===== src/rtl/lane_serializer.sv =====
// Wide-to-narrow lane serializer: takes one IN_W-bit word per handshake and
// emits it as IN_W/OUT_W consecutive OUT_W-bit slices, streaming words gap-free.
module lane_serializer #(
  parameter int               IN_W      = 32,
  parameter int               OUT_W     = 8,
  parameter bit               MSB_FIRST = 1'b1,
  parameter logic [OUT_W-1:0] IDLE_FILL = '0
) (
  input  logic             clk_4f,
  input  logic             reset,
  input  logic [IN_W-1:0]  lane_in,
  input  logic             valid_in,
  output logic             ready_in,
  output logic [OUT_W-1:0] data_out,
  output logic             valid_out,
  input  logic             ready_out,
  output logic             busy
);

  localparam int RATIO = IN_W / OUT_W;
  localparam int CNT_W = $clog2(RATIO + 1);
  localparam logic [CNT_W-1:0] LAST = CNT_W'(RATIO);

  generate
    if ((IN_W % OUT_W) != 0 || IN_W < OUT_W) begin : g_bad_widths
      $error("lane_serializer: IN_W must be a positive integer multiple of OUT_W");
    end
  endgenerate

  // Handshake: a transfer happens on any rising edge where valid and ready are
  // both high. Upstream: valid_in/ready_in; downstream: valid_out/ready_out.
  // valid_out never drops while a word is in flight, regardless of ready_out.

  logic [IN_W-1:0]  word_q, word_d;
  logic [OUT_W-1:0] data_q, data_d;
  logic             valid_q, valid_d;
  logic [CNT_W-1:0] cnt_q, cnt_d;

  logic accept;
  logic advance;
  logic last_sent;

  function automatic logic [OUT_W-1:0] slice_of(input logic [IN_W-1:0]  word,
                                                input logic [CNT_W-1:0] k);
    int sh;
    if (MSB_FIRST) sh = (RATIO - 1 - int'(k)) * OUT_W;
    else           sh = int'(k) * OUT_W;
    return OUT_W'(word >> sh);
  endfunction

  assign last_sent = (cnt_q == LAST);
  // The last slice being consumed frees the buffer, so a new word can follow it
  // without a bubble.
  assign ready_in  = !valid_q || (ready_out && last_sent);
  assign accept    = valid_in && ready_in;
  assign advance   = valid_q && ready_out;

  always_comb begin
    word_d  = word_q;
    data_d  = data_q;
    valid_d = valid_q;
    cnt_d   = cnt_q;
    if (accept) begin
      word_d  = lane_in;
      data_d  = slice_of(lane_in, '0);
      valid_d = 1'b1;
      cnt_d   = CNT_W'(1);
    end else if (advance) begin
      if (!last_sent) begin
        data_d = slice_of(word_q, cnt_q);
        cnt_d  = cnt_q + CNT_W'(1);
      end else begin
        data_d  = IDLE_FILL;
        valid_d = 1'b0;
        cnt_d   = '0;
      end
    end
  end

  always_ff @(posedge clk_4f or negedge reset) begin
    if (!reset) begin
      word_q  <= '0;
      data_q  <= IDLE_FILL;
      valid_q <= 1'b0;
      cnt_q   <= '0;
    end else begin
      word_q  <= word_d;
      data_q  <= data_d;
      valid_q <= valid_d;
      cnt_q   <= cnt_d;
    end
  end

  assign data_out  = data_q;
  assign valid_out = valid_q;
  assign busy      = valid_q;

endmodule


===== config.mk =====
export PLATFORM = sky130hd
export DESIGN_NAME = lane_serializer
export DESIGN_NICKNAME = d
export VERILOG_FILES = /design/src/rtl/lane_serializer.sv
export SDC_FILE = /design/constraint.sdc
export NUM_CORES = 1
export LEC_CHECK = 0
export CAP_MARGIN = 5
export CORE_MARGIN = 8
export CORE_UTILIZATION = 50
export DETAILED_ROUTE_END_ITERATION = 10
export GPL_ROUTABILITY_DRIVEN = 0
export PLACE_DENSITY_LB_ADDON = 0.1
export SETUP_SLACK_MARGIN = 0.02
export SYNTH_ARGS = -nofsm -noshare
export SYNTH_HDL_FRONTEND = slang
export SYNTH_SLANG_ARGS = --single-unit

===== constraint.sdc =====
create_clock -name clk_4f -period 3.8 [get_ports clk_4f]
set_input_delay 0.38 -clock clk_4f [delete_from_list [all_inputs] [get_ports clk_4f]]
set_output_delay 0.38 -clock clk_4f [all_outputs]
set_load 0.005 [all_outputs]

==> results.ini, run 1 <==
[timing]
tns_ps = 0
tightestPinTransition_ps = 1130
setup_violations = 0
post-route-min-period_ps = 2530
period_share = 0.665
rsz0062_at_grt = no
slew_headroom = 0.225
clock.fmax_mhz = 396
finalMaxSlewViolations = 0
hold_violations = 0
fin_skew_ps = 8.03

[synthesis]
avgSynthCellArea_um2 = 14.9
synth_cell_type_count = 27
syn_nets = 171
synthCells = 133
syn_area_um2 = 1980
netlist.area_leader.share = 0.556
ys_warn_count = 0
yosysSeqAreaShare = 0.556
yosysTopAreaCell = dfrtp_1
netlist_top_cells_area = dfrtp_1 (56%), mux2_2 (18%), mux4_2 (9.1%)
synth_seq_cells = 44

[power]
p_sw_w = 0.000488
power_w = 0.00175
p_int_w = 0.00126
vdd_ir_drop_max_v = 0.000323
p_comb_frac = 0.359
p_per_area_nw_per_um2 = 690
clockPowerShare = 0.154
p_leak_nw = 1.09
swShare = 0.279
seq_power_share = 0.487

[die]
core_area_um2 = 3910
initial_core_util = 0.506
die_w_um = 78.9
dieArea_um2 = 6230
rows = 23
io_pins = 47
dieHeight_um = 78.9

[critical_path]
worstPathArrival_ps = 2700
r2r-start = cnt_q[0]
crit_fanout = 22
worstSetupStartpointType = register
path_class = reg2reg
cpPeakStageDelay_ps = 610
worst-path-buf-inv = 2
crit_required_ps = 3980
rr_worst_depth = 6
critPathTopFamily = compound AO/OA/AOI/OAI gates
r2r_end = word_q[21]
slowest_stage = a21boi_4
end_kind = register
cp_cell_sequence = inv_1 -> ha_1 -> nand3_1 -> a21boi_4 -> buf_4 -> mux2_2
r2r_slack_ps = 1270

[worst_hold_path]
hold_class = in2async

[global_routing]
grt_max_degree = 45
grt_pass1_vias = 1363
track_usage = 0.141
grt_pass1_wl_um = 6670
antenna_found_initial = 0
gr-total-overflow = 0

[cells_and_area]
syn_to_final_growth_pct = 28.1
num_antenna_cells = 0
nFillCells = 325
final_nets = 216
mostFrequentLayoutCell = clkdlybuf4s50_1
drive_gt1_frac = 0.281
final_cell_mix = clkdlybuf4s50_1 (45), dfrtp_1 (44), mux2_2 (32), mux4_2 (8), a221o_1 (7)

[clocking]
insertion_delay_ps = 290
htreeDepth = 2
holdBufCountCts = 0
cts_tree = done
cts_buffers = 5
post-cts-setup-buffers = 0
ctsResizeCount = 0
clock_sinks = 44
root_buffer = clkbuf_8
cts_buffer_depth = 2
clk_pin_slew_worst_paths_ps = 80

[drt]
dr.first_iter.drc_count = 62
via_per_inst = 5.44
dr.pass1.iters = 4
drcViolationCount = 0
wirelength_um = 3930
final_antenna_net_count = 0
wl_per_cell_um = 17.2
dr_total_vias = 1241

[run_status]
status = finished clean

[place]
numPortBuffers = 46
hpwl_um = 2840

[flow_run]
maxCapViolCount = 0

cell families after synthesis:
group,count (synthesis),synth area share
and+or+nand+nor,18,0.0512
muxes,41,0.278
DFF,44,0.556
buffers and inverters,13,0.0366
adders and majority gates,2,0.0126
AOI/OAI and AO/OA,15,0.0657
power by group through the flow:
stage,combinational (W),clock (W),sequential (W)
after floorplan,0.000504,0,0.000779
after global placement,0.000610,0,0.000854
after detailed placement,0.000639,0,0.000864
after CTS,0.000640,0.000285,0.000855
after global routing,0.000689,0.000306,0.000887
final,0.000628,0.000270,0.000852
per-stage QoR:
step	utilization	instances	setup slack, ps	cell area, µm²	hold slack, ps
after floorplan	-	133	1970	1980	84.4
after global placement	0.629	221	1330	2460	487
after detailed placement	0.629	221	1240	2460	493
after CTS	0.648	228	1230	2540	255
after global routing	0.648	228	1030	2540	293
final	0.648	228	1270	2540	228
state kept, by name, indices dropped and copies added, names as in the netlist:
signal    flops
word_q       32
data_out      8
busy          1
cnt_q         3
synth_stat cells:
cell type	count
dfrtp_1	44
mux2_2	32
mux4_2	8
a221o_1	7
and2_1	6
nand2_1	5
buf_4	4
clkbuf_1	3
inv_1	3
a21oi_1	2
and3b_1	2
ha_1	2
a21boi_2	1
a21o_1	1
a22o_1	1
and2_0	1
buf_1	1
buf_2	1
buf_6	1
mux2i_1	1
nand2b_1	1
nand3_1	1
nand4_1	1
nor2_1	1
o21ai_0	1
o2bb2ai_1	1
o31a_1	1
cell type report:
type	count	area [µm²]	share of cell area
clock buffer	6	72.6	0.0286
clock inverter	1	5.00	0.00197
timing repair buffer	48	470	0.185
tap	50	62.6	0.0247
multi-input combinational	76	815	0.321
sequential	44	1100	0.434
inverter	3	11.3	0.00444
layer usage:
metal | up-vias | track usage | wire (µm)
met5 | - | 0 | 0
met4 | 0 | 0.0722 | 75
met3 | 7 | 0.0609 | 295
met2 | 30 | 0.225 | 1990
met1 | 628 | 0.156 | 1570
li1 | 576 | - | -
how the worst max path moves through the flow:
stage | from | endpoint | slack [ps] | depth (start not counted)
4_1_cts | cnt_q[0] | ready_in | 1230 | 5
3_5_place_dp | cnt_q[0] | word_q[21] | 1240 | 6
3_3_place_gp | cnt_q[0] | word_q[16] | 1330 | 6
2_1_floorplan | cnt_q[1] | word_q[0] | 1970 | 7
6_report | cnt_q[0] | word_q[21] | 1270 | 6
5_1_grt | cnt_q[0] | word_q[16] | 1030 | 6
No activity file was read; power rests on OpenSTA's default activity.
==> run 2: changes to the inputs <==
--- a/config.mk
+++ b/config.mk
@@ -7,7 +7,7 @@
 export LEC_CHECK = 0
 export CAP_MARGIN = 5
 export CORE_MARGIN = 8
-export CORE_UTILIZATION = 50
+export CORE_UTILIZATION = 49
 export DETAILED_ROUTE_END_ITERATION = 10
 export GPL_ROUTABILITY_DRIVEN = 0
 export PLACE_DENSITY_LB_ADDON = 0.1
==> constraint.sdc (replaced) <==
create_clock -name clk_4f -period 2.5 [get_ports clk_4f]
set_input_delay 0.25 -clock clk_4f [delete_from_list [all_inputs] [get_ports clk_4f]]
set_output_delay 0.25 -clock clk_4f [all_outputs]
set_load 0.005 [all_outputs]
==> results.ini, run 2 (synthesis gave the netlist of run 1 again) <==
[cells_and_area]
design_area_um2 = 2580  ; +1.8%
drive_gt1_frac = 0.293  ; +0.0119
largest_reg_flops = 32  ; unchanged
syn_to_final_growth_pct = 30.4
final_nets = 218  ; +0.93%
mostFrequentLayoutCell = clkdlybuf4s50_1
num_antenna_cells = 0  ; unchanged
final_cell_mix = clkdlybuf4s50_1 (45), dfrtp_1 (44), mux2_2 (32), mux4_2 (8), a221o_1 (7)
nFillCells = 282  ; -13%
regMostFlops = word_q

[timing]
finalMaxSlewViolations = 0  ; unchanged
setup_violations = 0  ; unchanged
hold_violations = 0  ; unchanged
slew_headroom = 0.355  ; +0.130
holdWs_ps = 115  ; -113 ps
fin_skew_ps = 5.98  ; -2.06 ps
post-route-min-period_ps = 2260
tns_ps = 0  ; unchanged
rsz0062_at_grt = no
tightestPinTransition_ps = 968  ; -163 ps
period_share = 0.905
clock.fmax_mhz = 442

[drt]
final_antenna_net_count = 0  ; unchanged
dr.first_iter.drc_count = 52  ; -16%
via_per_inst = 5.42  ; -0.34%
wl_per_cell_um = 18.0  ; +4.6%
dr_total_vias = 1253  ; +0.97%
drcViolationCount = 0  ; unchanged
wirelength_um = 4160  ; +5.9%
dr.pass1.iters = 4  ; unchanged

[critical_path]
worstSetupStartpointType = register
path_class = reg2out
crit_required_ps = 2250  ; -1730 ps
crit_fanout = 11  ; -50%
end_kind = output port
worstPathArrival_ps = 2010  ; -690 ps

[clocking]
clock_sinks = 44  ; unchanged
cts_buffers = 5  ; unchanged
cts_buffer_depth = 2  ; unchanged
holdBufCountCts = 0  ; unchanged
clk_pin_slew_worst_paths_ps = 80  ; about the same
ctsResizeCount = 0  ; unchanged
htreeDepth = 2  ; unchanged
post-cts-setup-buffers = 0  ; unchanged
cts_tree = done
root_buffer = clkbuf_8
insertion_delay_ps = 290  ; about the same

[power]
p_per_area_nw_per_um2 = 1090  ; +57%
swShare = 0.273  ; -0.00545
seq_power_share = 0.451  ; -0.036
vdd_ir_drop_max_v = 0.000534  ; +65%
p_sw_w = 0.000767  ; +57%
clockPowerShare = 0.187  ; +0.033
p_leak_nw = 1.12  ; +2.2%
p_comb_frac = 0.362  ; +0.003
p_int_w = 0.00204  ; +61%

[global_routing]
grt_pass1_vias = 1424  ; +4.5%
gr-total-overflow = 0  ; unchanged
antenna_found_initial = 0  ; unchanged
grt_max_degree = 45  ; unchanged
track_usage = 0.137  ; -0.00303
grt_pass1_wl_um = 6820  ; +2.4%

[flow_run]
maxCapViolCount = 0  ; unchanged

[die]
rows = 23  ; unchanged
core_area_um2 = 3940  ; +0.74%
die_w_um = 79.6  ; +0.80%
dieArea_um2 = 6330  ; +1.6%
io_pins = 47  ; unchanged
initial_core_util = 0.502  ; -0.00369
dieHeight_um = 79.6  ; +0.80%

[run_status]
status = finished clean

[place]
numPortBuffers = 46  ; unchanged
hpwl_um = 2960  ; +4.1%
place_area_um2 = 2470  ; +0.61%

[worst_hold_path]
hold_class = in2async

==> run 2: cell count changes in the layout (fill, tap and decap cells not counted) <==
cell       previous run  this run
buf_4                 2         4
bufinv_16             0         1
==> run 2: area by class of cell <==
class,count,area (µm²),area share
multi-input combinational,76,815,0.315
inverter,3,11.3,0.00436
timing repair buffer,50,485,0.188
sequential,44,1100,0.426
clock buffer,6,72.6,0.0281
clock inverter,2,35.0,0.0136
tap,50,62.6,0.0242
==> run 2: final timing paths <==
check | cells after the start | to | from | slack [ps]
setup reg to reg | 6 | word_q[17] | cnt_q[1] | 400
max in group asynchronous | 1 | word_q[12] | reset | 1790
min in group clk_4f | 1 | word_q[24] | word_q[24] | 510
hold reg to reg | 1 | word_q[24] | word_q[24] | 510
setup / recovery | 5 | ready_in | cnt_q[1] | 240
hold / removal | 1 | word_q[25] | reset | 110
==> run 2: worst max-delay path, cell delays in order (launching register included) <==
cell and delay, ps:
dfrtp_1 630, inv_1 100, ha_1 240, nand3_1 180, nand2_1 100, clkdlybuf4s50_1 470
==> run 2: layer usage <==
layer	global-route usage	routed length, µm	share of wire	vias to the layer above
li1	-	-	-	577
met1	0.165	1760	0.42	638
met2	0.230	2160	0.52	33
met3	0.0439	220	0.053	5
met4	0.0389	31	0.0074	0
met5	0	0	0	-
==> run 2: metrics by stage <==
stage | total power, W | setup slack [ps] | utilization | std cells
global route | 0.00299 | 127 | 0.655 | 231
detailed placement | 0.00231 | 436 | 0.628 | 223
finish | 0.00280 | 238 | 0.655 | 231
floorplan | 0.00195 | 666 | - | 133
global placement | 0.00224 | 511 | 0.628 | 223
CTS | 0.00284 | 208 | 0.655 | 231
==> run 2: power by group through the flow <==
stage               logic (W)  clock network [W]  registers [W]
finish                0.00101           0.000526        0.00126
global route          0.00111           0.000573        0.00130
detailed placement    0.00103                  0        0.00128
global placement     0.000988                  0        0.00125
floorplan            0.000766                  0        0.00118
CTS                   0.00104           0.000538        0.00126
